===== config.mk =====
export PLATFORM = sky130hd
export DESIGN_NAME = seven_segment_scanner
export DESIGN_NICKNAME = d
export VERILOG_FILES = /design/src/rtl/seven_segment_pkg.sv /design/src/rtl/hex_to_abcdefg.sv /design/src/rtl/seven_segment_scanner.sv
export SDC_FILE = /design/constraint.sdc
export NUM_CORES = 1
export LEC_CHECK = 0
export BUFFER_PORTS_ARGS = -buffer_cell sky130_fd_sc_hd__buf_2
export CORE_MARGIN = 10
export CORE_UTILIZATION = 50
export DETAILED_ROUTE_END_ITERATION = 7
export PLACE_DENSITY = 0.8
export SLEW_MARGIN = 30
export SYNTH_ARGS = -nofsm -noshare
export SYNTH_HDL_FRONTEND = slang
export SYNTH_SLANG_ARGS = --single-unit

===== constraint.sdc =====
create_clock -name clk -period 2.3 [get_ports clk]
set_clock_uncertainty 0.2 [all_clocks]
set_input_delay 0.46 -clock clk [delete_from_list [all_inputs] [get_ports clk]]
set_output_delay 0.46 -clock clk [all_outputs]
set_load 0.005 [all_outputs]

===== src/rtl/seven_segment_pkg.sv =====
// Shared constants for the four-digit seven-segment scanner: digit count,
// scan index width and the hex-to-segment lookup (a = bit 6 ... g = bit 0).
package seven_segment_pkg;

  localparam int NUM_DIGITS = 4;
  localparam int IDX_W      = $clog2(NUM_DIGITS);
  localparam int NIBBLE_W   = 4;

  typedef logic [IDX_W-1:0] idx_t;

  localparam logic [6:0] SEG_TABLE [16] = '{
    7'b1111110,  // 0
    7'b0110000,  // 1
    7'b1101101,  // 2
    7'b1111001,  // 3
    7'b0110011,  // 4
    7'b1011011,  // 5
    7'b1011111,  // 6
    7'b1110000,  // 7
    7'b1111111,  // 8
    7'b1111011,  // 9
    7'b1110111,  // A
    7'b0011111,  // b
    7'b1001110,  // C
    7'b0111101,  // d
    7'b1001111,  // E
    7'b1000111   // F
  };

endpackage


===== src/rtl/hex_to_abcdefg.sv =====
// Combinational hex nibble to active-high abcdefg segment pattern.
module hex_to_abcdefg
  import seven_segment_pkg::*;
(
  input  logic [3:0] hex_i,
  output logic [6:0] seg_o
);

  assign seg_o = SEG_TABLE[hex_i];

endmodule


===== src/rtl/seven_segment_scanner.sv =====
// Time-multiplexed four-digit hex display driver with double-buffered loads,
// anti-ghost blanking at the start of each slot and optional leading-zero blanking.
module seven_segment_scanner
  import seven_segment_pkg::*;
#(
  parameter int DIV   = 50000,
  parameter int BLANK = 500
) (
  input  logic        clk,
  input  logic        reset_n,
  input  logic        load,
  input  logic [15:0] number,
  input  logic [3:0]  dots,
  input  logic        lz_blank,
  output logic [6:0]  abcdefg,
  output logic        dp,
  output logic [3:0]  digit,
  output logic        frame
);

  localparam int              PW         = $clog2(DIV);
  localparam logic [PW-1:0]   PRESC_LAST = PW'(DIV - 1);
  localparam logic [PW-1:0]   BLANK_END  = PW'(BLANK);
  localparam idx_t            IDX_LAST   = idx_t'(NUM_DIGITS - 1);

  logic [PW-1:0] presc_q, presc_d;
  idx_t          idx_q, idx_d;
  logic [15:0]   pend_num_q, pend_num_d;
  logic [3:0]    pend_dots_q, pend_dots_d;
  logic          pend_vld_q, pend_vld_d;
  logic [15:0]   disp_num_q, disp_num_d;
  logic [3:0]    disp_dots_q, disp_dots_d;
  logic [6:0]    seg_q, seg_d;
  logic          dp_q, dp_d;
  logic [3:0]    digit_q, digit_d;
  logic          frame_q, frame_d;

  logic          wrap;
  logic          boundary;
  logic          in_blank;
  logic          lz_kill;
  logic [3:0]    nibble;
  logic [6:0]    seg_raw;
  logic [NUM_DIGITS-1:0] lead_zero;

  assign wrap     = (presc_q == PRESC_LAST);
  assign boundary = wrap && (idx_q == IDX_LAST);
  assign in_blank = (presc_q < BLANK_END);
  assign nibble   = disp_num_q[{idx_q, 2'b00} +: NIBBLE_W];

  // Scan timing: prescaler wraps advance the slot; the last wrap of slot 3 is the frame boundary.
  always_comb begin
    presc_d = wrap ? '0 : presc_q + 1'b1;
    idx_d   = wrap ? idx_q + 1'b1 : idx_q;
  end

  // load is a single-cycle strobe with no back-pressure: it is always accepted,
  // lands in the pending buffer, and reaches the display only at a frame boundary
  // (a load on the boundary cycle itself goes straight through). Last load wins.
  always_comb begin
    pend_num_d  = pend_num_q;
    pend_dots_d = pend_dots_q;
    pend_vld_d  = pend_vld_q;
    disp_num_d  = disp_num_q;
    disp_dots_d = disp_dots_q;
    if (load) begin
      pend_num_d  = number;
      pend_dots_d = dots;
      pend_vld_d  = 1'b1;
    end else if (boundary) begin
      pend_vld_d  = 1'b0;
    end
    if (boundary) begin
      if (load) begin
        disp_num_d  = number;
        disp_dots_d = dots;
      end else if (pend_vld_q) begin
        disp_num_d  = pend_num_q;
        disp_dots_d = pend_dots_q;
      end
    end
  end

  // lead_zero[i] is set when nibbles i..3 of the displayed value are all zero.
  always_comb begin
    lead_zero = '0;
    lead_zero[NUM_DIGITS-1] = (disp_num_q[15:12] == 4'h0);
    for (int i = NUM_DIGITS - 2; i >= 0; i--) begin
      lead_zero[i] = lead_zero[i+1] && (disp_num_q[i*NIBBLE_W +: NIBBLE_W] == 4'h0);
    end
  end

  assign lz_kill = lz_blank && (idx_q != '0) && lead_zero[idx_q];

  hex_to_abcdefg u_hex_to_abcdefg (
    .hex_i (nibble),
    .seg_o (seg_raw)
  );

  always_comb begin
    digit_d = in_blank ? 4'b0000 : (4'b0001 << idx_q);
    seg_d   = (in_blank || lz_kill) ? 7'b0000000 : seg_raw;
    dp_d    = !in_blank && disp_dots_q[idx_q];
    frame_d = boundary;
  end

  always_ff @(posedge clk or negedge reset_n) begin
    if (!reset_n) begin
      presc_q     <= '0;
      idx_q       <= '0;
      pend_num_q  <= '0;
      pend_dots_q <= '0;
      pend_vld_q  <= 1'b0;
      disp_num_q  <= '0;
      disp_dots_q <= '0;
      seg_q       <= '0;
      dp_q        <= 1'b0;
      digit_q     <= '0;
      frame_q     <= 1'b0;
    end else begin
      presc_q     <= presc_d;
      idx_q       <= idx_d;
      pend_num_q  <= pend_num_d;
      pend_dots_q <= pend_dots_d;
      pend_vld_q  <= pend_vld_d;
      disp_num_q  <= disp_num_d;
      disp_dots_q <= disp_dots_d;
      seg_q       <= seg_d;
      dp_q        <= dp_d;
      digit_q     <= digit_d;
      frame_q     <= frame_d;
    end
  end

  assign abcdefg = seg_q;
  assign dp      = dp_q;
  assign digit   = digit_q;
  assign frame   = frame_q;

endmodule

==> flow_summary.ini <==
[yosys]
syn_avg_cell_area_sq_um = 13.5
synthCells = 248
syn-num-nets = 283
synth_edf_count = 0
ys_ff_latch = 72
yosysUniqueCellTypes = 44
yosysWarnings = 0
synthArstFlopShare_pct = 100
synth_area_sq_mm = 0.00335
synth-seq-area-share_pct = 53.8
synth_flop_cell = dfrtp_1

[setup_path]
required_ns = 2.35
cp_num_buf_inv = 1
cpPeakStageDelay_ns = 0.58
cp.arrival_ns = 2.32
cp_cell_sequence = mux4_2 -> inv_1 -> ha_1 -> o21ba_2 -> a21boi_0 -> a311oi_1
crit_type = flop to flop
worstPathMaxFanout = 5
path_delay_family = compound AO/OA/AOI/OAI gates
startpoint_type = flop
cp_slowest_cell = mux4_2
timing.critical_path.to_type = flop

[place]
place_inst = 370
place.gp.congestion = 0.880
placed_area_sq_mm = 0.00373
hpwlAfterDp_mm = 4.67
port_buffers = 36

[route]
vias_per_cell = 5.46
ant_nets = 0
vias = 2112
drt-total-wl_mm = 6.49
first_iter_violations = 121
first_pass_iters = 4
drc_errors = 0
post_drt_wl_per_cell_um = 16.8

[die]
die_area_sq_mm = 0.0104
start_util_pct = 52.1
die_y_um = 102
row_count = 29
core_sq_mm = 0.00642
ios = 37
die_w_um = 102

[sta]
fin_tns_setup_ns = 0
timing.hold.ws_ns = 0.164
min_period_ns = 2.27
finalHoldViolCount = 0
setup-violations-final = 0
slew_viol_final = 0
rsz0062_at_grt = yes
finalCritPeriodShare_pct = 98.7
relSlewSlack_pct = 59.6
fmax_mhz = 441
worst_pin_slew_ns = 0.602

[global_route]
antenna_found_initial = 0
grt_pass1_vias = 2180
gr-total-overflow = 0
grt_max_degree = 73
grt_pass1_wl_mm = 10.9
grt_usage_pct = 13.5

[final_layout]
fin_area_sq_mm = 0.00403
final_net_count = 340
insertedDiodeCount = 0
drive_gt1_share_pct = 40.0
fillers = 485
area_growth_pct = 20.3
instances_no_fill = 387

[outcome]
status = complete, no violations

[pwr]
peakVddDrop_mv = 0.622
leakagePower_nw = 2.00
power.density_mw_per_mm2 = 676

[clock_tree]
insertion_delay_ns = 0.35
cts_sinks = 72
clk_pin_slew_ns = 0.08
cts.path.max_buffers = 2
clock_tree.root_cell = clkbuf_8
cts_tree = built
cts_buffers = 9
cts_max_level = 3

[run]
maxCapViolations = 0

[hold_path]
min_path_type = input port to flop
## logic make-up (layout without fill, tap and decap cells)
logic type               after synthesis  count (layout)  share of synthesized area, %
AND/OR/NAND/NOR                       59              59                          9.98
buffers and inverters                 14              76                          2.17
AO/OA/AOI/OAI                         25              25                          5.46
adder cells (fa/ha/maj)               11              11                          4.11
XOR/XNOR                              13              13                          3.40
flip-flops                            72              72                          53.8
multiplexers                          54              54                          21.1
## report_power, final
| group | leakage [nW] | total (mW) | internal, mW | switching, mW |
|---|---|---|---|---|
| Combinational | 0.927 | 0.108 | 0.0515 | 0.0564 |
| Sequential | 0.938 | 1.31 | 1.30 | 0.00902 |
| Clock | 0.134 | 1.31 | 0.833 | 0.472 |
| Total | 2.00 | 2.72 | 2.18 | 0.538 |
## layout make-up
type | instances | area (sq um) | area share (%)
Clock buffer | 9 | 124 | 3.07
Clock inverter | 7 | 143 | 3.54
Multi-Input combinational cell | 162 | 1500 | 37.1
Timing Repair Buffer | 54 | 343 | 8.51
Sequential cell | 72 | 1800 | 44.8
Inverter | 6 | 22.5 | 0.559
Tap cell | 77 | 96.3 | 2.39
## cell usage in the layout, fill, tap and decap left out, types with 5 or more instances in the layout
cell type / instances
and2_1: 5
and3_1: 5
buf_2: 36
buf_4: 15
clkbuf_8: 9
dfrtp_1: 70
ha_1: 10
mux2_2: 22
mux2_4: 20
mux2i_1: 9
nand2_1: 10
nand3_1: 7
nor2_1: 12
nor4_1: 5
o21ai_0: 5
xnor2_1: 5
xor2_1: 8
## per-stage QoR
step | utilization, % | total power, mW | worst slack [ns]
2_1_floorplan | - | 1.38 | 0.0164
3_3_place_gp | 58.1 | 1.44 | 0.000176
3_5_place_dp | 58.1 | 1.44 | -0.0539
4_1_cts | 62.5 | 2.76 | 0.0300
5_1_grt | 62.7 | 2.82 | -0.0436
6_report | 62.7 | 2.72 | 0.0307
## timing repair
item / CTS / global route
hold buffers: 1 / 0
endpoints found under the hold margin: 72 / 0
pin swaps: 2 / 3
gates cloned: 0 / 0
buffers inserted: 0 / 0
resized for setup: 2 / 5
endpoints found under the setup margin: 4 / 24
## final timing paths
path / start / slack (ns) / depth (start not counted) / to
max: idx_q[0] / 0.03 / 6 / abcdefg[5]
min: dots[1] / 0.16 / 2 / pend_dots_q[1]
max reg2reg: idx_q[0] / 0.03 / 6 / abcdefg[5]
min reg2reg: presc_q[0] / 0.28 / 1 / presc_q[0]
max in group asynchronous: reset_n / 1.12 / 3 / idx_q[1]
min in group asynchronous: reset_n / 0.47 / 3 / presc_q[2]
## cell usage after synthesis, types with 2 or more instances
cell type	number	area, sq um
a211oi_1	3	22.5
a21oi_1	3	15.0
a311oi_1	2	17.5
and2_1	5	31.3
and3_1	5	31.3
and4_1	2	17.5
buf_1	2	7.51
buf_2	4	20.0
buf_6	2	22.5
dfrtp_1	72	1800
ha_1	11	138
inv_1	5	18.8
mux2_2	22	248
mux2_4	20	300
mux2i_1	9	90.1
mux4_2	3	67.6
nand2_1	10	37.5
nand3_1	7	35.0
nand4_1	3	18.8
nor2_1	12	45.0
nor2b_1	4	25.0
nor4_1	5	31.3
o21ai_0	5	25.0
xnor2_1	5	43.8
xor2_1	8	70.1
## registers in the layout (all words and copies together), names as in the netlist
name         count
abcdefg          7
digit            4
disp_dots_q      4
disp_num_q      16
dp               1
frame            1
idx_q            2
pend_dots_q      4
pend_num_q      16
pend_vld_q       1
presc_q         16
## routing by layer
metal,share of wire (%),up-vias,track usage [%]
li1,-,1011,-
met1,45,1038,16.6
met3,5.4,16,4.39
met5,0,-,0
met4,2.4,0,6.62
met2,47,47,20.9
Power figures use the tool's default switching activity.
